### config.mk
export PLATFORM = sky130hd
export DESIGN_NAME = bidir_bus_delay_flat
export DESIGN_NICKNAME = d
export VERILOG_FILES = /design/src/rtl/bidir_bus_delay_if.sv /design/src/rtl/bidir_bus_delay.sv /design/src/flat_wrapper.sv
export SDC_FILE = /design/constraint.sdc
export NUM_CORES = 1
export LEC_CHECK = 0
export ABC_CLOCK_PERIOD_IN_PS = 2020
export BUFFER_PORTS_ARGS = -buffer_cell sky130_fd_sc_hd__buf_2
export CELL_PAD_IN_SITES_DETAIL_PLACEMENT = 2
export CELL_PAD_IN_SITES_GLOBAL_PLACEMENT = 2
export CORE_AREA = 2 2 88 90
export DETAILED_ROUTE_END_ITERATION = 12
export DIE_AREA = 0 0 90 92
export GPL_TIMING_DRIVEN = 0
export HOLD_SLACK_MARGIN = 0.08
export PLACE_DENSITY = 0.77
export SYNTH_ARGS = -nofsm -noshare
export SYNTH_HDL_FRONTEND = slang
export SYNTH_SLANG_ARGS = --single-unit
export TNS_END_PERCENT = 100
### constraint.sdc
create_clock -name clk -period 2.02 [get_ports clk]
set_clock_uncertainty 0.1 [all_clocks]
set_input_delay 0.101 -clock clk [delete_from_list [all_inputs] [get_ports clk]]
set_output_delay 0.101 -clock clk [all_outputs]
set_load 0.02 [all_outputs]
### src/rtl/bidir_bus_delay_if.sv
// Split-pin bus bundle between the bench and bidir_bus_delay.
// Defining BIDIR_DELAY_RUNTIME_EN adds the dly_ab_i/dly_ba_i latency inputs.
interface bidir_bus_delay_if #(
  parameter int WIDTH     = 8,
  parameter int MAX_DELAY = 16
);
  logic             a_oe_i;
  logic [WIDTH-1:0] a_dat_i;
  logic             a_oe_o;
  logic [WIDTH-1:0] a_dat_o;
  logic             b_oe_i;
  logic [WIDTH-1:0] b_dat_i;
  logic             b_oe_o;
  logic [WIDTH-1:0] b_dat_o;
  logic [1:0]       dir_o;
  logic             contention_o;
  logic [15:0]      cont_cnt_o;

`ifdef BIDIR_DELAY_RUNTIME_EN
  localparam int DW = $clog2(MAX_DELAY + 1);
  logic [DW-1:0]    dly_ab_i;
  logic [DW-1:0]    dly_ba_i;

  modport slave (
    input  a_oe_i, a_dat_i, b_oe_i, b_dat_i, dly_ab_i, dly_ba_i,
    output a_oe_o, a_dat_o, b_oe_o, b_dat_o, dir_o, contention_o, cont_cnt_o
  );
  modport master (
    output a_oe_i, a_dat_i, b_oe_i, b_dat_i, dly_ab_i, dly_ba_i,
    input  a_oe_o, a_dat_o, b_oe_o, b_dat_o, dir_o, contention_o, cont_cnt_o
  );
`else
  modport slave (
    input  a_oe_i, a_dat_i, b_oe_i, b_dat_i,
    output a_oe_o, a_dat_o, b_oe_o, b_dat_o, dir_o, contention_o, cont_cnt_o
  );
  modport master (
    output a_oe_i, a_dat_i, b_oe_i, b_dat_i,
    input  a_oe_o, a_dat_o, b_oe_o, b_dat_o, dir_o, contention_o, cont_cnt_o
  );
`endif
endinterface

### src/rtl/bidir_bus_delay.sv
// Clocked bidirectional bus delay: owns bus direction, delays each direction, enforces turnaround.
// Optional BIDIR_DELAY_RUNTIME_EN: per-direction latency latched from dly_*_i on leaving IDLE.
module bidir_bus_delay #(
  parameter int WIDTH      = 8,
  parameter int DELAY_AB   = 2,
  parameter int DELAY_BA   = 3,
  parameter int TURNAROUND = 1,
  parameter int MAX_DELAY  = 16
) (
  input logic              clk,
  input logic              rst_n,
  bidir_bus_delay_if.slave bus
);
  localparam int DW = $clog2(MAX_DELAY + 1);
  localparam int AW = $clog2(MAX_DELAY);

  typedef enum logic [1:0] {IDLE = 2'd0, FWD = 2'd1, REV = 2'd2, TURN = 2'd3} dir_t;

  dir_t                 r_state;
  dir_t                 w_nextState;
  logic [3:0]           r_turnCnt;
  logic [MAX_DELAY-1:0] r_abVld;
  logic [MAX_DELAY-1:0] r_baVld;
  logic [WIDTH-1:0]     r_abDat [MAX_DELAY];
  logic [WIDTH-1:0]     r_baDat [MAX_DELAY];
  logic [DW-1:0]        w_abTap;
  logic [DW-1:0]        w_baTap;
  logic [AW-1:0]        w_abIdx;
  logic [AW-1:0]        w_baIdx;
  logic [MAX_DELAY-1:0] w_abMask;
  logic [MAX_DELAY-1:0] w_baMask;
  logic                 w_abBusy;
  logic                 w_baBusy;
  logic                 w_accAb;
  logic                 w_accBa;
  logic                 w_cont;
  logic                 r_contention;
  logic [15:0]          r_contCnt;

`ifdef BIDIR_DELAY_RUNTIME_EN
  logic [DW-1:0] r_abTap;
  logic [DW-1:0] r_baTap;

  function automatic logic [DW-1:0] clampDly(input logic [DW-1:0] d);
    if (d == '0) return DW'(1);
    if (d > DW'(MAX_DELAY)) return DW'(MAX_DELAY);
    return d;
  endfunction

  // Latency is frozen for the whole ownership, sampled only on the IDLE exit edge.
  always_ff @(posedge clk or negedge rst_n) begin
    if (!rst_n) begin
      r_abTap <= DW'(DELAY_AB);
      r_baTap <= DW'(DELAY_BA);
    end else if (r_state == IDLE) begin
      if (w_nextState == FWD) r_abTap <= clampDly(bus.dly_ab_i);
      if (w_nextState == REV) r_baTap <= clampDly(bus.dly_ba_i);
    end
  end

  assign w_abTap = r_abTap;
  assign w_baTap = r_baTap;
`else
  assign w_abTap = DW'(DELAY_AB);
  assign w_baTap = DW'(DELAY_BA);
`endif

  assign w_abIdx = AW'(w_abTap - DW'(1));
  assign w_baIdx = AW'(w_baTap - DW'(1));

  // Stages that will still sit at or before the tap after the next shift.
  always_comb begin
    w_abMask = '0;
    w_baMask = '0;
    for (int i = 0; i < MAX_DELAY; i++) begin
      w_abMask[i] = (i + 1 < int'(w_abTap));
      w_baMask[i] = (i + 1 < int'(w_baTap));
    end
  end

  assign w_abBusy = |(r_abVld & w_abMask);
  assign w_baBusy = |(r_baVld & w_baMask);

  always_ff @(posedge clk or negedge rst_n) begin
    if (!rst_n) begin
      r_state   <= IDLE;
      r_turnCnt <= '0;
    end else begin
      r_state <= w_nextState;
      if (w_nextState == TURN && r_state != TURN) r_turnCnt <= 4'(TURNAROUND);
      else if (r_state == TURN)                   r_turnCnt <= r_turnCnt - 4'd1;
    end
  end

  always_comb begin
    w_nextState = r_state;
    case (r_state)
      IDLE: begin
        if (bus.a_oe_i && !bus.b_oe_i)      w_nextState = FWD;
        else if (bus.b_oe_i && !bus.a_oe_i) w_nextState = REV;
      end
      FWD:  if (!bus.a_oe_i && !w_abBusy) w_nextState = (TURNAROUND == 0) ? IDLE : TURN;
      REV:  if (!bus.b_oe_i && !w_baBusy) w_nextState = (TURNAROUND == 0) ? IDLE : TURN;
      TURN: if (r_turnCnt <= 4'd1) w_nextState = IDLE;
      default: w_nextState = IDLE;
    endcase
  end

  // Owner side is sampled every cycle (gaps included); the other side only contends.
  always_comb begin
    w_accAb = 1'b0;
    w_accBa = 1'b0;
    w_cont  = 1'b0;
    case (r_state)
      IDLE: begin
        w_accAb = bus.a_oe_i && !bus.b_oe_i;
        w_accBa = bus.b_oe_i && !bus.a_oe_i;
        w_cont  = bus.a_oe_i && bus.b_oe_i;
      end
      FWD: begin
        w_accAb = bus.a_oe_i;
        w_cont  = bus.b_oe_i;
      end
      REV: begin
        w_accBa = bus.b_oe_i;
        w_cont  = bus.a_oe_i;
      end
      TURN:    w_cont = bus.a_oe_i || bus.b_oe_i;
      default: w_cont = 1'b0;
    endcase
  end

  always_ff @(posedge clk or negedge rst_n) begin
    if (!rst_n) begin
      r_abVld <= '0;
      r_baVld <= '0;
      for (int i = 0; i < MAX_DELAY; i++) begin
        r_abDat[i] <= '0;
        r_baDat[i] <= '0;
      end
    end else begin
      r_abVld    <= {r_abVld[MAX_DELAY-2:0], w_accAb};
      r_baVld    <= {r_baVld[MAX_DELAY-2:0], w_accBa};
      r_abDat[0] <= w_accAb ? bus.a_dat_i : '0;
      r_baDat[0] <= w_accBa ? bus.b_dat_i : '0;
      for (int i = 1; i < MAX_DELAY; i++) begin
        r_abDat[i] <= r_abDat[i-1];
        r_baDat[i] <= r_baDat[i-1];
      end
    end
  end

  always_ff @(posedge clk or negedge rst_n) begin
    if (!rst_n) begin
      r_contention <= 1'b0;
      r_contCnt    <= '0;
    end else begin
      r_contention <= w_cont;
      if (w_cont && r_contCnt != 16'hFFFF) r_contCnt <= r_contCnt + 16'd1;
    end
  end

  assign bus.b_oe_o       = r_abVld[w_abIdx];
  assign bus.b_dat_o      = r_abVld[w_abIdx] ? r_abDat[w_abIdx] : '0;
  assign bus.a_oe_o       = r_baVld[w_baIdx];
  assign bus.a_dat_o      = r_baVld[w_baIdx] ? r_baDat[w_baIdx] : '0;
  assign bus.dir_o        = r_state;
  assign bus.contention_o = r_contention;
  assign bus.cont_cnt_o   = r_contCnt;
endmodule
### src/flat_wrapper.sv
// flat-port wrapper written by rule: the top's interface ports become plain ports
module bidir_bus_delay_flat 
#(
  parameter int WIDTH      = 8,
  parameter int DELAY_AB   = 2,
  parameter int DELAY_BA   = 3,
  parameter int TURNAROUND = 1,
  parameter int MAX_DELAY  = 16
)
  (clk, rst_n, bus_a_oe_i, bus_a_dat_i, bus_b_oe_i, bus_b_dat_i, bus_a_oe_o, bus_a_dat_o, bus_b_oe_o, bus_b_dat_o, bus_dir_o, bus_contention_o, bus_cont_cnt_o);
  bidir_bus_delay_if #(.WIDTH(WIDTH), .MAX_DELAY(MAX_DELAY)) bus_i ();
  input logic clk;
  input logic rst_n;
  input wire logic [$bits(bus_i.a_oe_i)-1:0] bus_a_oe_i;
  input wire logic [$bits(bus_i.a_dat_i)-1:0] bus_a_dat_i;
  input wire logic [$bits(bus_i.b_oe_i)-1:0] bus_b_oe_i;
  input wire logic [$bits(bus_i.b_dat_i)-1:0] bus_b_dat_i;
  output wire logic [$bits(bus_i.a_oe_o)-1:0] bus_a_oe_o;
  output wire logic [$bits(bus_i.a_dat_o)-1:0] bus_a_dat_o;
  output wire logic [$bits(bus_i.b_oe_o)-1:0] bus_b_oe_o;
  output wire logic [$bits(bus_i.b_dat_o)-1:0] bus_b_dat_o;
  output wire logic [$bits(bus_i.dir_o)-1:0] bus_dir_o;
  output wire logic [$bits(bus_i.contention_o)-1:0] bus_contention_o;
  output wire logic [$bits(bus_i.cont_cnt_o)-1:0] bus_cont_cnt_o;
  assign bus_i.a_oe_i = bus_a_oe_i;
  assign bus_i.a_dat_i = bus_a_dat_i;
  assign bus_i.b_oe_i = bus_b_oe_i;
  assign bus_i.b_dat_i = bus_b_dat_i;
  assign bus_a_oe_o = bus_i.a_oe_o;
  assign bus_a_dat_o = bus_i.a_dat_o;
  assign bus_b_oe_o = bus_i.b_oe_o;
  assign bus_b_dat_o = bus_i.b_dat_o;
  assign bus_dir_o = bus_i.dir_o;
  assign bus_contention_o = bus_i.contention_o;
  assign bus_cont_cnt_o = bus_i.cont_cnt_o;
  bidir_bus_delay #(.WIDTH(WIDTH), .DELAY_AB(DELAY_AB), .DELAY_BA(DELAY_BA), .TURNAROUND(TURNAROUND), .MAX_DELAY(MAX_DELAY)) u_core (.clk(clk), .rst_n(rst_n), .bus(bus_i));
endmodule
Word-level counts from Yosys, hierarchy flattened --
Cells that the tools add are included.
Word-level totals: register bits 68, latch bits 0, RAM bits 0, bits in read-only memories 0, input port bits 20, output and inout bits 37, logic and storage cells 50, memories 0
Cells by class: $add $sub $neg 2, multipliers 0, divide/modulo/power cells 0, magnitude comparators 1, eq/ne operators 6, shift operators 0, mux-type cells 15, bitwise gates (word level) 0, reductions and logical operators 15
Operators with widths (count):
- $mux 8 | 4
- $add 16x1->16 const B | 1
- $ne 16x16->1 const B | 1
- $mux 2 | 5
- $mux 4 | 2
- $pmux 2 s4 | 1
- $logic_and 1x1->1 | 7
- $eq 2x2->1 const B | 3
- $le 4x1->1 const B | 1
- $logic_not 1->1 | 4
- $pmux 1 s2 | 2
- $pmux 1 s4 | 1
- $sub 4x1->4 const B | 1
- $eq 2x1->1 const B | 1
- $logic_not 2->1 | 1
- $ne 2x2->1 const B | 1
- $reduce_bool 2->1 | 1
- $reduce_or 2->1 | 1
- $logic_or 1x1->1 | 1

Depth between registers and ports, before layout --
depth after elaboration 8, depth in mapped cells 6, gate-level depth less buffers 6

Worst setup path before layout --
OpenSTA, ideal clock, no wires.
path kind register to register, start point reg u_core.r_contCnt[0], in the netlist u_core.bus.cont_cnt_o[0], end point reg u_core.r_contCnt[1], in the netlist u_core.bus.cont_cnt_o[1], setup time 0.128 ns, data arrival time 1.607 ns, slack 0.185 ns, stages on the path, launching flop included 6, buffers on the path 0, cells stage by stage dfrtp_1 -> ha_1 -> and3_1 -> nand4_4 -> o21ai_2 -> mux2_1
On the way: longest elaborated chain between the ends 2
Ends and longest elaborated chain:
- from (decl) | RTL line bidir_bus_delay.sv:38 | logic [15:0] r_contCnt;
- from (signal assigned) | RTL line bidir_bus_delay.sv:159 | if (w_cont && r_contCnt != 16'hFFFF) r_contCnt <= r_contCnt + 16'd1;
- parallel branches: the longest is 2 deep, another holds $add 16x1->16
Several ways; the timed one is not identified. A chain may end at the register's enable or synchronous reset.

Worst setup path after layout --
Same ends and word-level chain as after synthesis.

==> impl_metrics.ini <==
[global_route]
grt_max_degree = 69
gr-total-overflow = 0
gr-usage-met1_pct = 18.7
grt_util_met2_pct = 29.5
grt-busiest-layer = met2
grt_pass1_wl_mm = 10.5
grt_pass1_vias = 1999
grtUsageTotal_pct = 16.5
antenna_found_initial = 0
use_met3_pct = 5.51

[clock_tree]
cts_tree = yes
cts_buffer_depth = 2
cts_made_buffers = 9
cts_sinks = 68
cts_root_buffer = clkbuf_8
worstSkewPairLatency_ns = 0.34
clkSlewWorstSetupHoldPaths_ns = 0.08
cts_setup_buffers = 0
cts_max_level = 3

[place]
dpl.hpwl_mm = 4.03
io_buffers = 56
globalplace.congestion = 0.732

[power_and_ir_drop]
p_sw_share_pct = 34.5
vdd_drop_max_v = 0.000516
power_density_mw_per_mm2 = 1170
power_switching_uw = 1370
pwr-share-clk_pct = 28.2
p_int_uw = 2600
power_frac_seq_pct = 47.1
p_leak_uw = 0.00171
combPwrFrac_pct = 24.7

[timing]
fin_crit_ns = 1.88
setup_violations = 0
tightestPinTransition_ns = 0.855
timing.final.crit_share_pct = 93.0
fin_tns_setup_ns = 0
hold_viol = 0
max_freq_mhz = 532
slew-limit-headroom_pct = 43.0
report.final.slew_viol_count = 0
rsz0062_at_grt = no

[cells_and_area]
antenna_cells = 0
drive_gt1_share_pct = 30.0
syn_to_final_growth_pct = 30.4
final_common_cell = dfrtp_1
most-common-layout-cells = 68 x dfrtp_1, 55 x buf_2, 33 x and2_1
utilization_pct = 45.5
final_nets = 301
fillers = 779

[floorplan]
num_rows = 32
io-pin-count = 57
dieArea_mm2 = 0.00828
start_util_pct = 34.9
fp.coreArea_mm2 = 0.00745
die_x_um = 90
die_h_um = 92

[yosys]
yosysUniqueCellTypes = 35
synthArstFlopShare_pct = 100
synth_area_mm2 = 0.00260
synth_enable_flop_cells = 0
avgSynthCellArea_um2 = 13.5
ys_ff_latch = 68
ys_warn_count = 0
synth_nets = 216
synth_flop_cell = dfrtp_1
synth_cells = 193
yosysSeqAreaShare_pct = 65.5

[worst_setup_path]
critical_path.max_fanout = 10
startpoint_type = flip-flop
critical_path_class = reg -> reg
end_kind = flip-flop
critical_path_arrival_ns = 2.01
worst_ep_required_time_ns = 2.15

[routing]
drt_iter0_markers = 45
wire_per_inst_um = 16.1
drt-total-wl_mm = 6.18
vias = 1801
dr.pass1.iters = 4
antenna_left = 0
drcViolationCount = 0
viasPerCell = 4.68

[hold_path]
min_path_type = in -> reg

[outcome]
outcome = finished, final reports clean

[run]
maxCapViolCount = 0
[critical path, stage by stage (launching register included)]
cell	delay (ns)
dfrtp_1	0.43
ha_1	0.23
and3_1	0.26
nand4_4	0.21
o21ai_2	0.22
mux2_1	0.33
[through the flow]
step	std cells	power (uW)	cell area, um2	worst slack [ns]	hold WS [ns]
after CTS	385	4060	3390	0.116	0.109
after global routing	385	4260	3390	0.0502	0.123
after global placement	351	2790	3010	0.126	0.208
after floorplan	193	2480	2600	0.185	-0.295
after detailed placement	351	2860	3010	0.135	0.167
final	385	3970	3390	0.142	0.107
[power groups by stage]
stage	Sequential, uW	Combinational [uW]	Clock [uW]
after global placement	1870	918	0
after detailed placement	1900	956	0
after floorplan	1960	517	0
final	1870	982	1120
after global routing	1920	1100	1240
after CTS	1880	996	1180
[per-layer routing]
layer  part of all wire (%)  vias up
met4                   0.92        0
met3                    5.1        5
met5                      0        -
li1                       -      829
met2                     55       46
met1                     39      921
[synthesized netlist by cell type (all sizes together) (2+ instances only)]
library cell	instances	area, um2
and2	33	206
nand2	11	46.3
ha	3	37.5
nor2	3	11.3
dfrtp	68	1700
mux2	3	37.5
nand4	3	48.8
and3	8	50.1
a21oi	3	15.0
inv	5	18.8
nor3	2	10.0
o21ai	12	75.1
clkbuf	2	8.75
xnor2	13	114
o211ai	6	45.0
nand3	7	52.6
[final cells by class]
| type | instances | area, um2 | share of cell area (%) |
|---|---|---|---|
| flip-flops and latches | 68 | 1700 | 50.2 |
| plain buffers | 3 | 16.3 | 0.480 |
| multi-input cells | 117 | 862 | 25.4 |
| clock inverters | 7 | 75.1 | 2.22 |
| well taps | 102 | 128 | 3.77 |
| clock buffers | 9 | 124 | 3.66 |
| repair buffers | 74 | 463 | 13.7 |
| inverters | 5 | 18.8 | 0.554 |
[path summary, 6_finish.rpt]
kind,from,endpoint,slack (ns),cells after the start
max,u_core.bus.cont_cnt_o[0],u_core.bus.cont_cnt_o[1],0.14,5
min,bus_b_oe_i,u_core.bus.dir_o[0],0.11,4
max reg2reg,u_core.bus.cont_cnt_o[0],u_core.bus.cont_cnt_o[1],0.14,5
min reg2reg,u_core.r_baDat[120],u_core.r_baDat[112],0.25,0
max in group asynchronous,rst_n,u_core.r_abDat[112],0.94,2
min in group asynchronous,rst_n,u_core.r_abVld[1],0.32,2
[kinds of logic (layout without fill, tap and decap cells)]
kind of cell | count (synthesis) | count (layout) | synth area share, %
AND/OR/NAND/NOR | 71 | 71 | 17.6
flip-flops | 68 | 68 | 65.5
AO/OA/AOI/OAI | 27 | 27 | 8.28
XOR/XNOR | 13 | 13 | 4.38
buffers and inverters | 8 | 98 | 1.35
adder cells (fa/ha/maj) | 3 | 3 | 1.44
multiplexers | 3 | 3 | 1.44
[flip-flops by register name, indices dropped and copies added (netlist names)]
name / flops
u_core.bus.dir_o: 2
u_core.bus.contention_o: 1
u_core.r_baVld: 3
u_core.r_abVld: 2
u_core.r_baDat: 24
u_core.r_abDat: 16
u_core.r_turnCnt: 4
u_core.bus.cont_cnt_o: 16
[repair_timing]
action	CTS	global route
resized for setup	0	0
hold buffers	18	0
hold endpoints to repair	86	0
No activity file was read; power rests on OpenSTA's default activity.
